<file path="config.mk">
export PLATFORM = sky130hd
export DESIGN_NAME = mdu_iter
export DESIGN_NICKNAME = d
export VERILOG_FILES = /design/src/rtl/mdu_iter.sv
export SDC_FILE = /design/constraint.sdc
export NUM_CORES = 1
export LEC_CHECK = 0
export CORE_ASPECT_RATIO = 0.8
export CORE_UTILIZATION = 35
export CTS_BUF_LIST = sky130_fd_sc_hd__clkbuf_16
export CTS_CLUSTER_DIAMETER = 100
export CTS_CLUSTER_SIZE = 12
export DETAILED_ROUTE_END_ITERATION = 12
export DONT_BUFFER_PORTS = 1
export PLACE_DENSITY = 0.6
export SYNTH_ARGS = -nofsm -noshare
export SYNTH_HDL_FRONTEND = slang
export SYNTH_SLANG_ARGS = --single-unit
</file>
<file path="constraint.sdc">
create_clock -name clk -period 13.3 [get_ports clk]
set_input_delay 2.66 -clock clk [delete_from_list [all_inputs] [get_ports clk]]
set_output_delay 2.66 -clock clk [all_outputs]
set_load 0.02 [all_outputs]
</file>
<file path="src/rtl/mdu_iter.sv">
// mdu_iter: iterative 32x32 multiply / divide unit (MULTU, MULT, DIVU, DIV) for the EXE stage.
// Latency: start sampled at E0, busy E0..E32, HI/LO + one-cycle done at E32; 34-cycle issue interval.
// Backpressure: none; start is ignored while busy/done, flush aborts to IDLE with HI/LO unchanged.
//
// Ports:
//   clk     rising-edge clock
//   rst     asynchronous active-low reset
//   start   launch request, accepted only in IDLE and only without flush
//   ALU2Op  00 MULTU, 01 MULT, 10 DIVU, 11 DIV
//   A, B    rs / rt operands, sampled only on the accepting edge
//   flush   synchronous abort
//   busy    operation in flight
//   done    one-cycle pulse, HI/LO valid
//   HI, LO  product[63:32]/[31:0] or remainder/quotient
module mdu_iter (
  input  logic        clk,
  input  logic        rst,
  input  logic        start,
  input  logic [1:0]  ALU2Op,
  input  logic [31:0] A,
  input  logic [31:0] B,
  input  logic        flush,
  output logic        busy,
  output logic        done,
  output logic [31:0] HI,
  output logic [31:0] LO
);

  localparam logic [1:0] S_IDLE = 2'd0;
  localparam logic [1:0] S_RUN  = 2'd1;
  localparam logic [1:0] S_DONE = 2'd2;

  logic [1:0]  state_q, state_d;
  logic [4:0]  cnt_q, cnt_d;
  logic        is_div_q, is_div_d;
  logic        res_neg_q, res_neg_d;
  logic        rem_neg_q, rem_neg_d;
  logic [31:0] opb_q, opb_d;     // multiplicand (mul) or divisor (div) magnitude
  logic [63:0] acc_q, acc_d;     // mul: {partial hi, multiplier/low}, div: {remainder, dividend/quotient}
  logic [31:0] hi_q, hi_d;
  logic [31:0] lo_q, lo_d;

  // Operand magnitudes for the launch edge.
  logic        op_signed;
  logic [31:0] a_abs, b_abs;

  assign op_signed = ALU2Op[0];
  assign a_abs     = (op_signed && A[31]) ? (32'd0 - A) : A;
  assign b_abs     = (op_signed && B[31]) ? (32'd0 - B) : B;

  // One shift-add multiply step: add multiplicand when the current multiplier bit is set,
  // then shift the whole 64-bit accumulator right, keeping the carry.
  logic [32:0] mul_sum;
  logic [63:0] mul_next;

  assign mul_sum  = {1'b0, acc_q[63:32]} + (acc_q[0] ? {1'b0, opb_q} : 33'd0);
  assign mul_next = {mul_sum, acc_q[31:1]};

  // One restoring divide step. The partial remainder stays below the divisor, so the shifted
  // trial value is below twice the divisor and bit 32 of the 33-bit difference is the borrow.
  // With a zero divisor the trial never borrows: quotient all ones, remainder ends as |A|.
  logic [32:0] div_shift;
  logic [32:0] div_diff;
  logic        div_ok;
  logic [63:0] div_next;

  assign div_shift = {acc_q[63:32], acc_q[31]};
  assign div_diff  = div_shift - {1'b0, opb_q};
  assign div_ok    = ~div_diff[32];
  assign div_next  = {(div_ok ? div_diff[31:0] : div_shift[31:0]), acc_q[30:0], div_ok};

  // Sign correction applied to the value produced by the final iteration.
  logic [63:0] step_res;
  logic [63:0] mul_fixed;
  logic [31:0] quo_fixed, rem_fixed;

  assign step_res  = is_div_q ? div_next : mul_next;
  assign mul_fixed = res_neg_q ? (64'd0 - step_res) : step_res;
  assign quo_fixed = res_neg_q ? (32'd0 - step_res[31:0]) : step_res[31:0];
  assign rem_fixed = rem_neg_q ? (32'd0 - step_res[63:32]) : step_res[63:32];

  always_comb begin
    state_d   = state_q;
    cnt_d     = cnt_q;
    is_div_d  = is_div_q;
    res_neg_d = res_neg_q;
    rem_neg_d = rem_neg_q;
    opb_d     = opb_q;
    acc_d     = acc_q;
    hi_d      = hi_q;
    lo_d      = lo_q;

    if (flush) begin
      state_d = S_IDLE;
    end else begin
      case (state_q)
        S_IDLE: begin
          if (start) begin
            state_d   = S_RUN;
            cnt_d     = 5'd0;
            is_div_d  = ALU2Op[1];
            res_neg_d = op_signed & (A[31] ^ B[31]);
            rem_neg_d = op_signed & A[31];
            if (ALU2Op[1]) begin
              acc_d = {32'd0, a_abs};
              opb_d = b_abs;
            end else begin
              acc_d = {32'd0, b_abs};
              opb_d = a_abs;
            end
          end
        end
        S_RUN: begin
          acc_d = step_res;
          cnt_d = cnt_q + 5'd1;
          if (cnt_q == 5'd31) begin
            state_d = S_DONE;
            if (is_div_q) begin
              hi_d = rem_fixed;
              lo_d = quo_fixed;
            end else begin
              hi_d = mul_fixed[63:32];
              lo_d = mul_fixed[31:0];
            end
          end
        end
        S_DONE:  state_d = S_IDLE;
        default: state_d = S_IDLE;
      endcase
    end
  end

  always_ff @(posedge clk or negedge rst) begin
    if (!rst) begin
      state_q   <= S_IDLE;
      cnt_q     <= 5'd0;
      is_div_q  <= 1'b0;
      res_neg_q <= 1'b0;
      rem_neg_q <= 1'b0;
      opb_q     <= 32'd0;
      acc_q     <= 64'd0;
      hi_q      <= 32'd0;
      lo_q      <= 32'd0;
    end else begin
      state_q   <= state_d;
      cnt_q     <= cnt_d;
      is_div_q  <= is_div_d;
      res_neg_q <= res_neg_d;
      rem_neg_q <= rem_neg_d;
      opb_q     <= opb_d;
      acc_q     <= acc_d;
      hi_q      <= hi_d;
      lo_q      <= lo_d;
    end
  end

  assign busy = (state_q == S_RUN);
  assign done = (state_q == S_DONE);
  assign HI   = hi_q;
  assign LO   = lo_q;

endmodule
</file>
==> impl_metrics.tcl, run 1 <==
set metrics [dict create \
    ys_seq_elements 170 \
    die_h_um 192 \
    path_class "register to register" \
    cp.arrival_ns 6.39 \
    p_leak_nw 7.22 \
    cpPeakStageDelay_ns 0.46 \
    hold_buffers 0 \
    cts_buffers 17 \
    synthCells 2115 \
    share_comb_of_total_power_pct 63.6 \
    peakVddDrop_mv 0.150 \
    areaGrowthSynthToFinish_pct 6.73 \
    slowest_stage "buf_4" \
    synth_top_area_share_pct 26.8 \
    r2r_slack_ns 7.27 \
    r2r_cells 25 \
    p_seq_share_pct 20.7 \
    drt-initial-drc-count 1884 \
    period_needed_ns 6.03 \
    whs_path_depth 2 \
    yosysWarnings 0 \
    routed_wl_um 58800 \
    grt_use_total_pct 25.2 \
    cp_max_fo 41 \
    ios 136 \
    cts_setup_buffers 0 \
    hold_viol 0 \
    diodes 0 \
    async_reset_ff_share_pct 100 \
    cts.sinks 170 \
    grt_max_degree 171 \
    ctsRootBufferMaster "clkbuf_16" \
    setup-tns-final_ns 0 \
    grt_pass1_wl_um 87700 \
    wire_per_inst_um 22.2 \
    cts_resized 0 \
    end_kind "register" \
    ys_types 89 \
    antenna_found_initial 0 \
    drc_errors 0 \
    skew_ns 0.0212 \
    synth_fp_nets 2257 \
    rsz0062_at_grt "no" \
    insertion_delay_ns 0.47 \
    min-delay-start "opb_q[24]$_DFFE_PN0P_" \
    finalCritPeriodShare_pct 45.3 \
    synth_common_cells "nand2_1, o21ai_0, a21oi_1, nor2_1, dfrtp_1" \
    switching_share_pct 52.4 \
    drt-pass1-iter-count 6 \
    r2r_end "HI[26]$_DFFE_PN0P_" \
    tightestPinTransition_ns 1.35 \
    clkTransAtPathRegs_ns 0.08 \
    port_buffers 0 \
    slew_headroom_pct 9.64 \
    setup_viol 0 \
    hp-class "register to register" \
    rr_startpoint "acc_q[31]$_DFFE_PN0P_" \
    syn_area_um2 15900 \
    vias_per_cell 5.95 \
    status "finished clean" \
    initial_core_util_pct 35.6 \
    core_um2 44500 \
    internal-power_mw 1.68 \
    dp_hpwl_um 46300 \
    worstPathRequired_ns 13.66 \
    layout-drive-gt1-share_pct 4.73 \
    cts_tree "done" \
    synth_top_cell_by_area "dfrtp_1" \
    critPathLaunchType "register" \
    final_max_slew_viol_count 0 \
    synthTopCellsByArea "dfrtp_1, o21ai_0, nand2_1" \
    clock_power_share_pct 15.7 \
    clock_path_buffers 2 \
    synth_edf_count 0 \
    grt_pass1_vias 14000 \
    avgSynthCellArea_um2 7.50 \
    max_freq_mhz 166 \
    nNetsFinal 2179 \
    drv_cap 0 \
    rows 69 \
    die_w_um 240 \
    whs_endpoint "opb_q[24]$_DFFE_PN0P_" \
    gr-total-overflow 0 \
    fin_ws_ns 7.27 \
    seq_area_frac_synth_pct 26.8 \
    powerDensity_nw_per_um2 209 \
    p_sw_mw 1.85 \
    dpl_worst_slack_ns 7.37 \
    htree_levels 4 \
    ys.flop_type "dfrtp_1" \
    drtAntennaViolNets 0 \
    die_area_um2 46200 \
    yosysMostFrequentCell "nand2_1" \
    num_vias 15800 \
    gp_congestion 1.02 \
]
-- worst max-delay path by stage --
stage                          to  slack (ns)             startpoint
2_1_floorplan  HI[16]$_DFFE_PN0P_        8.07  acc_q[31]$_DFFE_PN0P_
3_3_place_gp   HI[16]$_DFFE_PN0P_        7.42  acc_q[31]$_DFFE_PN0P_
3_5_place_dp   HI[26]$_DFFE_PN0P_        7.37  acc_q[31]$_DFFE_PN0P_
4_1_cts        HI[26]$_DFFE_PN0P_        7.32  acc_q[31]$_DFFE_PN0P_
5_1_grt        HI[16]$_DFFE_PN0P_        6.73  acc_q[31]$_DFFE_PN0P_
6_report       HI[26]$_DFFE_PN0P_        7.27  acc_q[31]$_DFFE_PN0P_
-- kinds of logic after synthesis --
| logic type | Yosys count | share of synthesized area [%] |
|---|---|---|
| AO/OA/AOI/OAI | 678 | 26.5 |
| AND/OR/NAND/NOR | 783 | 23.3 |
| buffers and inverters | 195 | 4.93 |
| flip-flops | 170 | 26.8 |
| multiplexers | 67 | 4.34 |
| XOR/XNOR | 150 | 8.29 |
| adder cells (fa/ha/maj) | 72 | 5.78 |
-- per-layer routing --
metal	up-vias	track usage, %	wire length [um]
li1	7442	-	-
met5	-	0	0
met2	735	35.0	24000
met4	0	4.97	778
met3	57	5.89	5780
met1	7549	38.7	28200
-- registers in the layout, summed over array words and instances (netlist names) --
signal and count:
acc_q 64, HI 32, LO 32, opb_q 32, cnt_q 5, state_q 2
is_div_q 1, rem_neg_q 1, res_neg_q 1
-- worst max-delay path, delay by kind of cell (launching register included) --
kind | cells | cell delay, ns
adder cells (fa/ha/maj) | 3 | 0.73
multiplexers | 1 | 0.26
flip-flops | 1 | 0.42
XOR/XNOR | 1 | 0.15
buffers and inverters | 4 | 0.75
AND/OR/NAND/NOR | 8 | 1.96
AO/OA/AOI/OAI | 8 | 1.67
-- per-stage QoR --
stage	instances	hold WS (ns)	instance area, um^2	utilization (%)	power (mW)
final	2653	0.508	16900	38.0	3.53
after global routing	2653	0.528	16900	38.0	3.76
after CTS	2653	0.515	16900	38.0	3.47
after detailed placement	2621	0.489	16300	36.6	2.90
after global placement	2621	0.488	16300	36.6	2.90
after floorplan	2115	0.464	15900	-	2.26
-- power groups by stage --
stage                     clock [mW]  combinational [mW]  sequential, mW
after floorplan                    0                1.59           0.672
after global placement             0                2.16           0.734
after detailed placement           0                2.17           0.738
after CTS                      0.567                2.18           0.728
after global routing           0.587                2.43           0.744
final                          0.556                2.25           0.732
-- cell usage in the layout (no fill, tap or decap), types with 11 or more instances in the layout --
cell type  Yosys  layout
inv_1         77      78
a31oi_1       22      22
xnor2_1       94      94
nor3_1        51      51
o21ai_0      238     238
a22o_1        23      23
or3_1         12      12
and3_1        15      15
mux2i_1       53      53
clkbuf_16      0      17
xor2_1        56      56
o211ai_1      20      20
a21oi_1      181     181
a21o_1        23      23
nor3b_1       11      11
nand4_1       30      30
ha_1          70      70
mux2_2        13      13
o221ai_1      12      12
a211oi_1      20      20
dfrtp_1      170     169
o31ai_1       12      12
and2_1        54      54
nor2_1       181     181
nor4_1        19      19
nand2_1      303     302
nand3_1       39      39
buf_4          0      18
o21a_1        16      16
nor2b_1       18      18
nand2b_1      15      15
-- cell type report --
cell class	count	area, um^2
multi-input combinational	1750	10800
clock inverter	15	211
inverter	80	300
timing repair buffer	18	135
sequential	170	4260
clock buffer	17	425
fill	4670	27600
tap	603	754
Note: power is estimated with default switching activity, not from simulation.
==> run 2, diff against run 1 <==
--- a/config.mk
+++ b/config.mk
@@ -12,7 +12,7 @@
 export CTS_CLUSTER_SIZE = 12
 export DETAILED_ROUTE_END_ITERATION = 12
 export DONT_BUFFER_PORTS = 1
-export PLACE_DENSITY = 0.6
+export PLACE_DENSITY = 0.62
 export SYNTH_ARGS = -nofsm -noshare
 export SYNTH_HDL_FRONTEND = slang
 export SYNTH_SLANG_ARGS = --single-unit
==> constraint.sdc (replaced) <==
create_clock -name clk -period 5 [get_ports clk]
set_input_delay 1 -clock clk [delete_from_list [all_inputs] [get_ports clk]]
set_output_delay 1 -clock clk [all_outputs]
set_load 0.02 [all_outputs]
==> run 2 against run 1 <==
  * Fmax up 26%
  * Die area unchanged
  * Total power rose to 2.9 times the previous value
  * Non-clock buffer count up 110
  * Cell area up 5.2%
  * Register-to-register slack worse by 7.1 ns
  * Clock skew down 0.0041 ns
  * Critical path type unchanged
==> impl_metrics.tcl, run 2 (same netlist as run 1, synthesis figures left out) <==
set metrics [dict create \
    status "finished clean" \
    r2r_cells 18 \
    drtAntennaViolNets 0 \
    multi_input_area_um2 10900 \
    grt_use_total_pct 26.2 \
    drv_cap 0 \
    hold_viol 0 \
    grt_pass1_vias 14500 \
    worstPathRequired_ns 5.38 \
    clock_path_buffers 2 \
    cts_buffers 17 \
    die_area_um2 46200 \
    largest-register "acc_q" \
    critPathLaunchType "register" \
    gr-total-overflow 0 \
    p_leak_nw 7.75 \
    finalInstanceArea_um2 17800 \
    diodes 0 \
    areaGrowthSynthToFinish_pct 12.3 \
    core_um2 44500 \
    final_max_slew_viol_count 0 \
    die_h_um 192 \
    tightestPinTransition_ns 1.12 \
    switching_share_pct 51.2 \
    drc_errors 0 \
    period_needed_ns 4.79 \
    clock_power_share_pct 13.7 \
    setup-tns-final_ns 0 \
    fill_cells 4663 \
    setup_viol 0 \
    cp.arrival_ns 5.17 \
    p_seq_share_pct 18.7 \
    max_freq_mhz 209 \
    rsz0062_at_grt "yes" \
    internal-power_mw 4.96 \
    finalCritPeriodShare_pct 95.9 \
    drt-initial-drc-count 1676 \
    placed_area_um2 17100 \
    initial_core_util_pct 35.6 \
    peakVddDrop_mv 0.341 \
    ios 136 \
    regArea_um2 4260 \
    rr_startpoint "acc_q[53]$_DFFE_PN0P_" \
    port_buffers 0 \
    cp_max_fo 13 \
    cp-startpoint "acc_q[53]$_DFFE_PN0P_" \
    finalHoldWorstSlack_ns 0.236 \
    grt_max_degree 171 \
    r2r_end "HI[31]$_DFFE_PN0P_" \
    r2r_slack_ns 0.21 \
    nNetsFinal 2289 \
    share_comb_of_total_power_pct 67.7 \
    rows 69 \
    largest_reg_flops 64 \
    drt-pass1-iter-count 6 \
    insertion_delay_ns 0.47 \
    routed_wl_um 61500 \
    die_w_um 240 \
    path_class "register to register" \
    powerDensity_nw_per_um2 571 \
    layout-drive-gt1-share_pct 10.3 \
    endpoint "HI[31]$_DFFE_PN0P_" \
    p_sw_mw 5.21 \
    slew_headroom_pct 25.6 \
    wire_per_inst_um 22.3 \
    cts_tree "done" \
    antenna_found_initial 2 \
    clkTransAtPathRegs_ns 0.07 \
    dp_hpwl_um 49000 \
    cts.sinks 170 \
    end_kind "register" \
    num_vias 16300 \
    final_cell_mix "nand2_1, o21ai_0, nor2_1, a21oi_1, dfrtp_1" \
    hp-class "input pin to asynchronous set/reset pin" \
    gp_congestion 1.02 \
    ctsRootBufferMaster "clkbuf_16" \
    htree_levels 4 \
    skew_ns 0.0171 \
    final_common_cell "nand2_1" \
    vias_per_cell 5.89 \
    grt_pass1_wl_um 90700 \
]
## run 2: cell count changes in the layout (fill, tap and decap cells not counted), sizes merged
cell / before / now
clkinvlp: 1 / 2
bufinv: 3 / 2
buf: 18 / 128
clkinv: 5 / 3
inv: 86 / 87
## run 2: area by class of cell
type | count | share of cell area, %
Clock buffer | 17 | 2.39
Clock inverter | 14 | 0.907
Inverter | 80 | 1.69
Multi-Input combinational cell | 1750 | 61.4
Sequential cell | 170 | 23.9
Tap cell | 603 | 4.24
Timing Repair Buffer | 128 | 5.49
## run 2: through the flow
step	setup WS, ns	instances	utilization [%]	total power, mW
2_1_floorplan	0.0344	2115	-	6.03
3_3_place_gp	0.152	2730	38.4	8.44
3_5_place_dp	0.126	2730	38.4	8.49
4_1_cts	0.0984	2761	39.8	9.92
5_1_grt	-0.0501	2762	40.0	10.8
6_report	0.207	2762	40.0	10.2
## run 2: worst min-delay path by stage
stage,endpoint,slack (ns),depth (start not counted)
floorplan,opb_q[10]$_DFFE_PN0P_,0.46,2
CTS,LO[10]$_DFFE_PN0P_,0.20,0
global placement,opb_q[30]$_DFFE_PN0P_,0.49,2
global route,LO[10]$_DFFE_PN0P_,0.19,0
detailed placement,opb_q[13]$_DFFE_PN0P_,0.49,2
finish,LO[12]$_DFFE_PN0P_,0.24,0
## run 2: repair_timing
action / CTS / global route
hold endpoints to repair: 0 / 0
gates resized for setup: 0 / 21
buffers inserted: 0 / 1
hold buffers: 0 / 0
endpoints found under the setup margin: 0 / 17
## run 2: layer usage
layer	wire, um	share of wire [%]	GRT usage (%)	vias to the layer above
li1	-	-	-	7650
met4	840	1.4	4.53	0
met1	29400	48	39.2	7879
met3	5550	9.0	5.96	60
met5	0	0	0	-
met2	25700	42	38.0	675
## run 2: worst max-delay path, stage by stage (launching register included)
cell	delay, ns
dfrtp_1	0.45
ha_1	0.42
nand4_1	0.21
nor3_1	0.31
and2_1	0.27
o211ai_2	0.19
a211oi_4	0.35
buf_4	0.30
buf_4	0.22
mux2i_1	0.24
buf_4	0.20
nand2b_1	0.11
nor3_1	0.44
nand4_1	0.14
nor4_1	0.24
a31oi_1	0.16
xor2_1	0.17
buf_4	0.16
o21ai_1	0.11
## run 2: power by group through the flow
stage	logic [mW]	registers [mW]	clock network (mW)
4_1_cts	6.61	1.89	1.42
6_report	6.88	1.90	1.39
2_1_floorplan	4.24	1.79	0
3_5_place_dp	6.58	1.91	0
5_1_grt	7.35	1.92	1.48
3_3_place_gp	6.54	1.91	0
==> run 3, diff against run 2 <==
--- a/config.mk
+++ b/config.mk
@@ -13,6 +13,7 @@
 export DETAILED_ROUTE_END_ITERATION = 12
 export DONT_BUFFER_PORTS = 1
 export PLACE_DENSITY = 0.62
+export SKIP_LAST_GASP = 1
 export SYNTH_ARGS = -nofsm -noshare
 export SYNTH_HDL_FRONTEND = slang
 export SYNTH_SLANG_ARGS = --single-unit
==> run 3 against run 2 <==
  * Routed wire length about the same
  * First-iteration DRC count up 11%
  * Global-route usage unchanged
  * Sequential share of layout area about the same
  * Fmax down 1.2%
  * Via count down 0.52%
  * Total power about the same
  * Cell area about the same
  * Clock skew up 0.0020 ns
  * Critical endpoint is now HI[22]$_DFFE_PN0P_
  * Highest routed layer unchanged
==> impl_metrics.tcl, run 3 (same netlist as run 1, synthesis figures left out) <==
set metrics [dict create \
    tightestPinTransition_ns 1.10 \
    setup-tns-final_ns 0 \
    cpPeakStageDelay_ns 0.50 \
    powerDensity_nw_per_um2 571 \
    clock_path_buffers 2 \
    slowest_stage "o221ai_1" \
    final_cell_mix "nand2_1, o21ai_0, nor2_1, a21oi_1, dfrtp_1" \
    gp_congestion 1.02 \
    crit_top_cell "buf_4" \
    cp_top_family "compound AO/OA/AOI/OAI gates" \
    drtAntennaViolNets 0 \
    path_class "register to register" \
    regArea_um2 4260 \
    cp_max_fo 35 \
    routedLengthMet1_um 29200 \
    dp_hpwl_um 49000 \
    insertion_delay_ns 0.47 \
    cts_tree "done" \
    routed_wl_um 61400 \
    drc_errors 0 \
    wl_met3_um 5720 \
    route.met2.wl_um 25700 \
    largest_reg_flops 64 \
    worstPathRequired_ns 5.39 \
    r2r_cells 16 \
    antenna_found_initial 2 \
    grt_pass1_wl_um 90700 \
    skew_ns 0.0191 \
    top_layer "met4" \
    largest-register "acc_q" \
    vias_per_cell 5.86 \
    grt_use_total_pct 26.2 \
    rows 69 \
    wire_per_inst_um 22.2 \
    die_area_um2 46200 \
    finalCritPeriodShare_pct 97.0 \
    drt-initial-drc-count 1857 \
    p_leak_nw 7.75 \
    areaGrowthSynthToFinish_pct 12.2 \
    hold_viol 0 \
    slew_headroom_pct 26.8 \
    postLayoutCoreUtil_pct 39.9 \
    cts.sinks 170 \
    r2r_slack_ns 0.15 \
    status "finished clean" \
    hp-class "input pin to asynchronous set/reset pin" \
    diodes 0 \
    dpl_worst_slack_ns 0.126 \
    rr_startpoint "acc_q[60]$_DFFE_PN0P_" \
    num_vias 16200 \
    nNetsFinal 2289 \
    initial_core_util_pct 35.6 \
    grt_max_degree 171 \
    period_needed_ns 4.85 \
    layout-drive-gt1-share_pct 10.3 \
    clkTransAtPathRegs_ns 0.07 \
    multi_input_area_um2 10900 \
    die_h_um 192 \
    drv_cap 0 \
    max_freq_mhz 206 \
    gr-total-overflow 0 \
    htree_levels 4 \
    finalNonFillerCells 2762 \
    crit_chain "ha_1 -> a21oi_2 -> o21bai_1 -> a221o_1 -> or3_4 -> o211ai_4 -> buf_4 -> mux2_2 -> o221ai_1 -> nor4_1 -> buf_4 -> nand2_1 -> a31oi_1 -> nand2b_1 -> a2111o_1 -> nand4_1" \
    grt_pass1_vias 14500 \
    dp.cells 2730 \
    r2r_end "HI[22]$_DFFE_PN0P_" \
    final_common_cell "nand2_1" \
    fin_ws_ns 0.151 \
    cp_num_buf_inv 2 \
    setup_viol 0 \
    power_mw 10.2 \
    ctsRootBufferMaster "clkbuf_16" \
    cts_buffers 17 \
    ios 136 \
    core_um2 44500 \
    peakVddDrop_mv 0.344 \
    die_w_um 240 \
    cp.arrival_ns 5.24 \
    end_kind "register" \
    port_buffers 0 \
    final_max_slew_viol_count 0 \
    rsz0062_at_grt "yes" \
    drt-pass1-iter-count 6 \
    fill_cells 4663 \
    critPathLaunchType "register" \
]
[run 3: cell counts in the layout (fill, tap and decap cells not counted)]
No cell type changed its count.
[run 3: how the worst max path moves through the flow]
| stage | slack (ns) | startpoint | to | depth (start not counted) |
|---|---|---|---|---|
| after floorplan | 0.03 | acc_q[31]$_DFFE_PN0P_ | HI[16]$_DFFE_PN0P_ | 27 |
| after global placement | 0.15 | acc_q[31]$_DFFE_PN0P_ | HI[16]$_DFFE_PN0P_ | 24 |
| after detailed placement | 0.13 | acc_q[58]$_DFFE_PN0P_ | HI[16]$_DFFE_PN0P_ | 21 |
| after CTS | 0.1 | acc_q[58]$_DFFE_PN0P_ | HI[24]$_DFFE_PN0P_ | 20 |
| after global routing | -0.06 | opb_q[29]$_DFFE_PN0P_ | HI[16]$_DFFE_PN0P_ | 22 |
| final | 0.15 | acc_q[60]$_DFFE_PN0P_ | HI[22]$_DFFE_PN0P_ | 16 |
[run 3: layout make-up]
| type | instances | share of cell area [%] |
|---|---|---|
| multi-input cells | 1750 | 61.4 |
| well taps | 603 | 4.24 |
| repair buffers | 128 | 5.47 |
| inverters | 80 | 1.69 |
| clock buffers | 17 | 2.39 |
| flip-flops and latches | 170 | 23.9 |
| clock inverters | 14 | 0.907 |
[run 3: what timing repair did]
action | 4_1_cts | 5_1_grt
setup endpoints to repair | 0 | 17
hold buffers | 0 | 0
endpoints found under the hold margin | 0 | 0
setup buffers | 0 | 1
resized for setup | 0 | 19
[run 3: per-layer routing]
metal  global-route usage, %  up-vias
li1                        -     7639
met1                    39.2     7812
met2                    38.0      681
met3                    5.96       47
met4                    4.53        0
met5                       0        -
[run 3: worst reg2reg max path, cell delays in order (launching register included)]
cell	delay, ns
dfrtp_1	0.41
ha_1	0.37
a21oi_2	0.16
o21bai_1	0.09
a221o_1	0.42
or3_4	0.44
o211ai_4	0.28
buf_4	0.46
mux2_2	0.42
o221ai_1	0.50
nor4_1	0.12
buf_4	0.17
nand2_1	0.11
a31oi_1	0.11
nand2b_1	0.22
a2111o_1	0.43
nand4_1	0.08
[run 3: power breakdown]
part | switching [mW] | internal [mW] | leakage (nW)
sequential | 0.300 | 1.60 | 2.25
clock | 0.645 | 0.747 | 0.288
combinational | 4.26 | 2.61 | 5.22
[run 3: stage by stage]
step / hold WS (ns) / area [um^2]
floorplan: 0.464 / 15900
global placement: 0.488 / 17100
detailed placement: 0.492 / 17100
CTS: 0.202 / 17700
global route: 0.193 / 17800
finish: 0.234 / 17800
